<file path="config.mk">
export PLATFORM = sky130hd
export DESIGN_NAME = serial_mag_comparator
export DESIGN_NICKNAME = d
export VERILOG_FILES = /design/src/rtl/serial_mag_comparator.sv
export SDC_FILE = /design/constraint.sdc
export NUM_CORES = 1
export LEC_CHECK = 0
export BUFFER_PORTS_ARGS = -buffer_cell sky130_fd_sc_hd__buf_4
export CELL_PAD_IN_SITES_DETAIL_PLACEMENT = 1
export CELL_PAD_IN_SITES_GLOBAL_PLACEMENT = 1
export CORE_AREA = 2 2 47 49
export CTS_BUF_LIST = sky130_fd_sc_hd__clkbuf_2 sky130_fd_sc_hd__clkbuf_4 sky130_fd_sc_hd__clkbuf_8
export DETAILED_ROUTE_END_ITERATION = 7
export DIE_AREA = 0 0 49 51
export PLACE_DENSITY_LB_ADDON = 0.3
export SLEW_MARGIN = 20
export SYNTH_ARGS = -nofsm -noshare
export SYNTH_HDL_FRONTEND = slang
export SYNTH_SLANG_ARGS = --single-unit
</file>
<file path="constraint.sdc">
create_clock -name clk -period 2.5 [get_ports clk]
set_input_delay 0.375 -clock clk [delete_from_list [all_inputs] [get_ports clk]]
set_output_delay 0.375 -clock clk [all_outputs]
set_load 0.005 [all_outputs]
</file>
<file path="src/rtl/serial_mag_comparator.sv">
// Bit-serial magnitude comparator: one A/B bit pair per in_valid/in_ready transfer,
// one-hot gt/eq/lt result held on res_valid until res_ready (DONE blocks further input).
module serial_mag_comparator #(
   parameter int WIDTH     = 8,
   parameter bit MSB_FIRST = 1'b1,
   localparam int CW       = $clog2(WIDTH + 1)
) (
   input  logic          clk,
   input  logic          rst_n,
   input  logic          clear,
   input  logic          in_valid,
   output logic          in_ready,
   input  logic          a_bit,
   input  logic          b_bit,
   output logic          res_valid,
   input  logic          res_ready,
   output logic          a_gt_b,
   output logic          a_eq_b,
   output logic          a_lt_b,
   output logic [CW-1:0] bit_cnt
);

   typedef enum logic [1:0] {IDLE, SHIFT, DONE} state_t;

   state_t        state_q;
   logic          in_ready_q;
   logic          res_valid_q;
   logic          differ_q, differ_d;
   logic          gt_q, gt_d;
   logic          gt_flag_q, eq_flag_q, lt_flag_q;
   logic [CW-1:0] cnt_q, cnt_d;
   logic          xfer;
   logic          last;

   assign xfer = in_valid && in_ready_q;
   assign cnt_d = cnt_q + 1'b1;
   assign last = (cnt_d == CW'(WIDTH));

   // MSB-first locks on the first difference; LSB-first lets each later difference override.
   always_comb begin
      differ_d = differ_q;
      gt_d     = gt_q;
      if ((a_bit != b_bit) && (!MSB_FIRST || !differ_q)) begin
         differ_d = 1'b1;
         gt_d     = a_bit;
      end
   end

   always_ff @(posedge clk or negedge rst_n) begin
      if (!rst_n) begin
         state_q     <= IDLE;
         in_ready_q  <= 1'b0;
         res_valid_q <= 1'b0;
         differ_q    <= 1'b0;
         gt_q        <= 1'b0;
         gt_flag_q   <= 1'b0;
         eq_flag_q   <= 1'b0;
         lt_flag_q   <= 1'b0;
         cnt_q       <= '0;
      end else if (clear) begin
         state_q     <= IDLE;
         in_ready_q  <= 1'b1;
         res_valid_q <= 1'b0;
         differ_q    <= 1'b0;
         gt_q        <= 1'b0;
         cnt_q       <= '0;
      end else begin
         case (state_q)
            IDLE, SHIFT: begin
               in_ready_q <= 1'b1;
               if (xfer) begin
                  differ_q <= differ_d;
                  gt_q     <= gt_d;
                  cnt_q    <= cnt_d;
                  if (last) begin
                     state_q     <= DONE;
                     in_ready_q  <= 1'b0;
                     res_valid_q <= 1'b1;
                     gt_flag_q   <= differ_d & gt_d;
                     eq_flag_q   <= ~differ_d;
                     lt_flag_q   <= differ_d & ~gt_d;
                  end else begin
                     state_q <= SHIFT;
                  end
               end
            end
            DONE: begin
               if (res_ready) begin
                  state_q     <= IDLE;
                  in_ready_q  <= 1'b1;
                  res_valid_q <= 1'b0;
                  differ_q    <= 1'b0;
                  gt_q        <= 1'b0;
                  cnt_q       <= '0;
               end
            end
            default: state_q <= IDLE;
         endcase
      end
   end

   assign in_ready  = in_ready_q;
   assign res_valid = res_valid_q;
   assign a_gt_b    = gt_flag_q;
   assign a_eq_b    = eq_flag_q;
   assign a_lt_b    = lt_flag_q;
   assign bit_cnt   = cnt_q;

endmodule

</file>
### Word level (Yosys, flattened, before mapping)

Cells that the tools add are included.

* word-level logic and storage cells: 60
* bits in registers: 13
* output and inout port bits: 9
* input port bits: 7

* $add $sub $neg: 1
* equal/unequal tests: 7
* reductions and logical operators: 11
* multiplexer cells: 27
* bitwise gates (word level): 5

Operator list (count)
* $mux W1: 14
* $mux W4: 3
* $ne A3 B3 Y1 const B: 3
* $mux W2: 4
* $pmux W1 S2: 4
* $pmux W4 S2: 1
* $reduce_and A4 Y1: 2
* $add A4 B1 Y4 const B: 1
* $eq A4 B4 Y1 const B: 1
* $pmux W2 S2: 1
* $reduce_and A2 Y1: 2
* $not A1 Y1: 3
* $reduce_and A3 Y1: 1
* $reduce_bool A3 Y1: 1
* $and A1 B1 Y1: 2
* $eq A2 B1 Y1 const B: 1
* $eq A2 B2 Y1 const B: 1
* $logic_and A1 B1 Y1: 2
* $logic_not A2 Y1: 1
* $reduce_or A2 Y1: 1
* $logic_not A1 Y1: 1
* $ne A1 B1 Y1: 1

### Logic depth before layout (Yosys ltp)

* word-level depth: 6
* depth in mapped cells: 5
* mapped depth without buffers: 4

### Worst setup path after synthesis

No wires, ideal clock.

* path type: register -> register
* start: register cnt_q[0] (netlist: bit_cnt[0])
* end: register eq_flag_q (netlist: a_eq_b)
* path slack: 0.828 ns
* library setup time: 0.125 ns
* stages on the path, launching flop included: 5
* buffers on the path: 0
* clock period less this slack: 1.672 ns
* arrival: 1.547 ns
* cell sequence: dfrtp_1 > ha_1 > nand4_1 > or4_4 > mux2_4

* word-level cells in the longest chain between the ends: 3

RTL lines
* from (decl): RTL line 31 `logic [CW-1:0] cnt_q, cnt_d;`
* from (signal assigned): RTL line 74 `cnt_q <= cnt_d;`
* $add A4 B1 Y4: RTL line 36 `assign cnt_d = cnt_q + 1'b1;`
* $eq A4 B4 Y1: RTL line 37 `assign last = (cnt_d == CW'(WIDTH));`
* $reduce_and A4 Y1 (no source line)
* to (signal assigned): RTL line 80 `eq_flag_q <= ~differ_d;`
* to (decl): RTL line 30 `logic gt_flag_q, eq_flag_q, lt_flag_q;`

No other way between the ends.
A chain may end at the register's enable or synchronous reset.

### Worst setup path in the final report

* start: register cnt_q[1] (netlist: bit_cnt[1])
* end: register gt_flag_q (netlist: a_gt_b)

* word-level cells in the longest chain between the ends: 3

RTL lines
* $add A4 B1 Y4: RTL line 36
* $eq A4 B4 Y1: RTL line 37
* $reduce_and A4 Y1 (no source line)
* to (signal assigned): RTL line 79 `gt_flag_q <= differ_d & gt_d;`
* to (decl): RTL line 30

No other way between the ends.

==> tab_implementation.tex <==
\begin{tabular}{lr}
\hline
Metric & Value \\
\hline
\multicolumn{2}{l}{\textbf{Pwr}} \\
\quad Part of the total power dissipated in combinational logic & 11.2\% \\
\quad P\_sw & 100.9 uW \\
\quad Total leakage power & 0.0004064 uW \\
\quad PwrDens & 490.4 nW/um2 \\
\quad Power after layout & 411.8 uW \\
\quad Clock network power share & 34.5\% \\
\quad Largest vdd supply drop & 0.2455 mV \\
\quad Internal Power & 310.9 uW \\
\quad Relative contribution of sequential cells to total power & 54.3\% \\
\quad Switching share of power & 24.49\% \\
\multicolumn{2}{l}{\textbf{Finish}} \\
\quad Post-layout util & 40.69\% \\
\quad Number of diodes & 0 \\
\quad Share of final-layout standard cells stronger than drive strength 1 & 32.10\% \\
\quad Total non-filler cell area in the finished layout & 839.6 um2 \\
\quad Final net count & 90 \\
\quad Synthesis-to-layout area growth & 26.37\% \\
\multicolumn{2}{l}{\textbf{Timing}} \\
\quad Worst slew pin tran & 0.7635 ns \\
\quad Unrepaired setup endpoints after global routing & false \\
\quad Total count of hold-check failures in the final report & 0 \\
\quad Worst Skew & 0.001604 ns \\
\quad Final period utilization & 69.93\% \\
\quad Normalized max-slew margin & 48.71\% \\
\quad Aggregate negative setup slack & 0 ns \\
\quad Peak clock frequency supported by timing & 0.5720 GHz \\
\quad Hold Slack & 0.3061 ns \\
\quad Final-report setup violation count & 0 \\
\quad Final worst path period need & 1.748 ns \\
\quad Number of pins exceeding their max-slew limit in the final report & 0 \\
\multicolumn{2}{l}{\textbf{Clocking}} \\
\quad Number of CTS-inserted buffers & 3 \\
\quad Clock insertion delay at the later pin of the skew report & 0.28 ns \\
\quad CTS resizes & 0 \\
\quad Post-CTS setup repair buffer count & 0 \\
\quad Quantity of hold-fixing buffers added after cts & 1 \\
\quad Clock tree buffer depth & 2 \\
\quad CTS tree & built \\
\quad Clk Tree Root Cell & sky130\_fd\_sc\_hd\_\_clkbuf\_4 \\
\quad Sink count of the clock tree & 13 \\
\quad H-tree levels & 1 \\
\quad Clock slew at the register clock pins of the worst setup and hold paths & 0.08 ns \\
\multicolumn{2}{l}{\textbf{Global routing}} \\
\quad Maximum number of pins on one net before global-route repair & 14 \\
\quad Wire length of the first global-routing pass & 2518 um \\
\quad GR met3 Demand/Resource & 3.509\% \\
\quad Number of antenna violations at the first check in global routing & 0 \\
\quad Residual overflow from global routing & 0 \\
\quad Met2 usage & 22.15\% \\
\quad Highest-utilization routing layer at the global route stage & met2 \\
\quad Number of global-route vias before repair & 569 \\
\quad Gr usage total & 13.37\% \\
\quad Met1 Usage GRT & 16.51\% \\
\multicolumn{2}{l}{\textbf{Placed design}} \\
\quad Cell Area, Placed & 799.5 um2 \\
\quad Global placer's final weighted congestion & 0.6723 \\
\quad Number of I/O port buffers & 15 \\
\quad Post-detailed-placement half-perimeter wirelength & 1082 um \\
\multicolumn{2}{l}{\textbf{Critical path}} \\
\quad Arrival time at the worst endpoint & 1.92 ns \\
\quad CP Max Fanout & 5 \\
\quad Reg2reg start & bit\_cnt[1]\$\_DFFE\_PN0P\_ \\
\quad Slack of the worst reg-to-reg path & 0.75 ns \\
\quad Logic depth of the worst register-to-register path & 4 \\
\quad Type of element capturing the critical path & register \\
\quad Worst path required time & 2.67 ns \\
\quad Classification of the worst setup path & register to register \\
\quad Critical path destination & a\_gt\_b\$\_DFFE\_PN0P\_ \\
\quad Capture instance of the worst register-to-register path & a\_gt\_b\$\_DFFE\_PN0P\_ \\
\quad CP startpoint & bit\_cnt[1]\$\_DFFE\_PN0P\_ \\
\quad Startpoint types & register \\
\multicolumn{2}{l}{\textbf{Floorplan}} \\
\quad Row cnt & 17 \\
\quad Vert. Die Dim & 51 um \\
\quad Die span in x & 49 um \\
\quad Die area & 2499 um2 \\
\quad Placeable core region & 2063 um2 \\
\quad Starting density of the core & 32.20\% \\
\quad Number of placed I/O pins & 16 \\
\multicolumn{2}{l}{\textbf{Min path}} \\
\quad Min-Delay Path Class & primary input to register \\
\multicolumn{2}{l}{\textbf{Detailed routing}} \\
\quad Routed len/inst & 13.20 um \\
\quad Violation count after the first detailed-route iteration & 5 \\
\quad Detailed-route DRC error count & 0 \\
\quad Vias after detailed routing & 533 \\
\quad Final antenna-violating net count & 0 \\
\quad Total Wirelength & 1439 um \\
\quad Via density per instance & 4.890 \\
\quad First drt pass iteration count & 2 \\
\multicolumn{2}{l}{\textbf{Synthesis}} \\
\quad Post-Syn Area per Cell & 10.38 um2 \\
\quad Ranking of synthesized cells by area & sky130\_fd\_sc\_hd\_\_dfrtp\_1, sky130\_fd\_sc\_hd\_\_mux2\_4, sky130\_fd\_sc\_hd\_\_a21oi\_1, sky130\_fd\_sc\_hd\_\_a22o\_1, sky130\_fd\_sc\_hd\_\_nand3b\_1 \\
\quad Area share of the largest cell type after synthesis & 48.96\% \\
\quad Largest area contributor in the synthesized netlist & sky130\_fd\_sc\_hd\_\_dfrtp\_1 \\
\quad Post-synthesis cell count & 64 \\
\quad Distinct cells, synth & 26 \\
\quad Yosys synthesis warning count & 0 \\
\quad \#FFs+latches synth & 13 \\
\quad Area of the mapped netlist & 664.4 um2 \\
\quad Number of nets in the synthesized netlist & 72 \\
\quad Sequential area share after synthesis & 48.96\% \\
\multicolumn{2}{l}{\textbf{Run}} \\
\quad Number of max-cap violations & 0 \\
\multicolumn{2}{l}{\textbf{Status}} \\
\quad Result of the run & finished clean \\
\hline
\end{tabular}
==> per-layer routing <==
layer | routed length [um] | vias to the layer above | part of all wire [%]
met3 | 46 | 3 | 3.2
li1 | - | 262 | -
met1 | 665 | 255 | 46
met5 | 0 | - | 0
met4 | 17 | 0 | 1.2
met2 | 710 | 13 | 49
==> how the worst min path moves through the flow <==
stage	from	endpoint	slack, ns	cells after the start
after global placement	rst_n	bit_cnt[2]$_DFFE_PN0P_	0.23	1
final	clear	state_q[1]$_DFFE_PN0P_	0.31	2
after global routing	clear	res_valid$_DFFE_PN0P_	0.30	2
after CTS	clear	state_q[1]$_DFFE_PN0P_	0.30	2
after floorplan	rst_n	a_eq_b$_DFFE_PN0P_	0.08	0
after detailed placement	rst_n	in_ready$_DFFE_PN0P_	0.23	1
==> critical path, cell delays in order, from the launching register on <==
cell                      delay, ns
sky130_fd_sc_hd__dfrtp_1       0.43
sky130_fd_sc_hd__ha_1          0.22
sky130_fd_sc_hd__nand4_1       0.14
sky130_fd_sc_hd__or4_4         0.54
sky130_fd_sc_hd__mux2_4        0.31
==> stage by stage <==
step | std cells | worst slack, ns
2_1_floorplan | 64 | 0.8280
3_3_place_gp | 104 | 0.7994
3_5_place_dp | 104 | 0.7543
4_1_cts | 109 | 0.7402
5_1_grt | 109 | 0.6416
6_report | 109 | 0.7517
==> cell usage after synthesis <==
cell and instances:
sky130_fd_sc_hd__dfrtp_1 13, sky130_fd_sc_hd__a21oi_1 7, sky130_fd_sc_hd__nand2_1 5, sky130_fd_sc_hd__nor2_1 4, sky130_fd_sc_hd__a22o_1 3, sky130_fd_sc_hd__inv_1 3
sky130_fd_sc_hd__mux2_4 3, sky130_fd_sc_hd__nand3b_1 3, sky130_fd_sc_hd__o21ai_0 3, sky130_fd_sc_hd__clkbuf_1 2, sky130_fd_sc_hd__nor4_1 2, sky130_fd_sc_hd__xor2_1 2
sky130_fd_sc_hd__a21o_1 1, sky130_fd_sc_hd__buf_2 1, sky130_fd_sc_hd__ha_1 1, sky130_fd_sc_hd__mux2_2 1, sky130_fd_sc_hd__nand2b_1 1, sky130_fd_sc_hd__nand3_1 1
sky130_fd_sc_hd__nand4_1 1, sky130_fd_sc_hd__nor3_1 1, sky130_fd_sc_hd__o211a_1 1, sky130_fd_sc_hd__o31ai_1 1, sky130_fd_sc_hd__or3_2 1, sky130_fd_sc_hd__or3b_2 1
sky130_fd_sc_hd__or4_4 1, sky130_fd_sc_hd__xnor2_1 1
==> state kept, by name (all words and copies together) (netlist names) <==
name and flops:
res_valid 1, a_gt_b 1, a_eq_b 1, bit_cnt 4, a_lt_b 1, differ_q 1, in_ready 1, state_q 2
gt_q 1
==> power groups by stage <==
stage	logic, uW	clock network, uW	registers, uW
2_1_floorplan	23.9	0	225
3_3_place_gp	44.1	0	227
3_5_place_dp	45.4	0	228
4_1_cts	47.1	147	224
5_1_grt	51.4	160	225
6_report	45.9	142	224
==> cells in the final DEF, fill, tap and decap left out, drive strengths merged <==
master | synthesis | final
buf | 1 | 15
dfrtp | 13 | 13
a21oi | 7 | 7
nand2 | 5 | 5
nor2 | 4 | 4
clkbuf | 2 | 4
mux2 | 4 | 4
nand3b | 3 | 3
inv | 3 | 3
o21ai | 3 | 3
a22o | 3 | 3
xor2 | 2 | 2
nor4 | 2 | 2
nand4 | 1 | 1
nor3 | 1 | 1
o211a | 1 | 1
or3 | 1 | 1
or3b | 1 | 1
nand2b | 1 | 1
a21o | 1 | 1
o31ai | 1 | 1
or4 | 1 | 1
nand3 | 1 | 1
xnor2 | 1 | 1
ha | 1 | 1
dlygate4sd3 | 0 | 1
==> logic make-up after synthesis <==
| family | count (synthesis) | synth area share (%) |
|---|---|---|
| buffers and inverters | 6 | 3.578 |
| DFF | 13 | 48.96 |
| and+or+nand+nor | 21 | 17.89 |
| muxes | 4 | 8.474 |
| AOI/OAI and AO/OA | 16 | 15.25 |
| xor gates and xnor gates | 3 | 3.956 |
| adders and majority gates | 1 | 1.883 |
==> area by class of cell <==
class,instances,area [um2]
flip-flops and latches,13,325.3
clock buffers,4,30.03
repair buffers,16,122.6
multi-input cells,45,315.3
inverters,3,11.26
fillers,237,1224
well taps,28,35.03
Note: power is estimated with default switching activity, not from simulation.
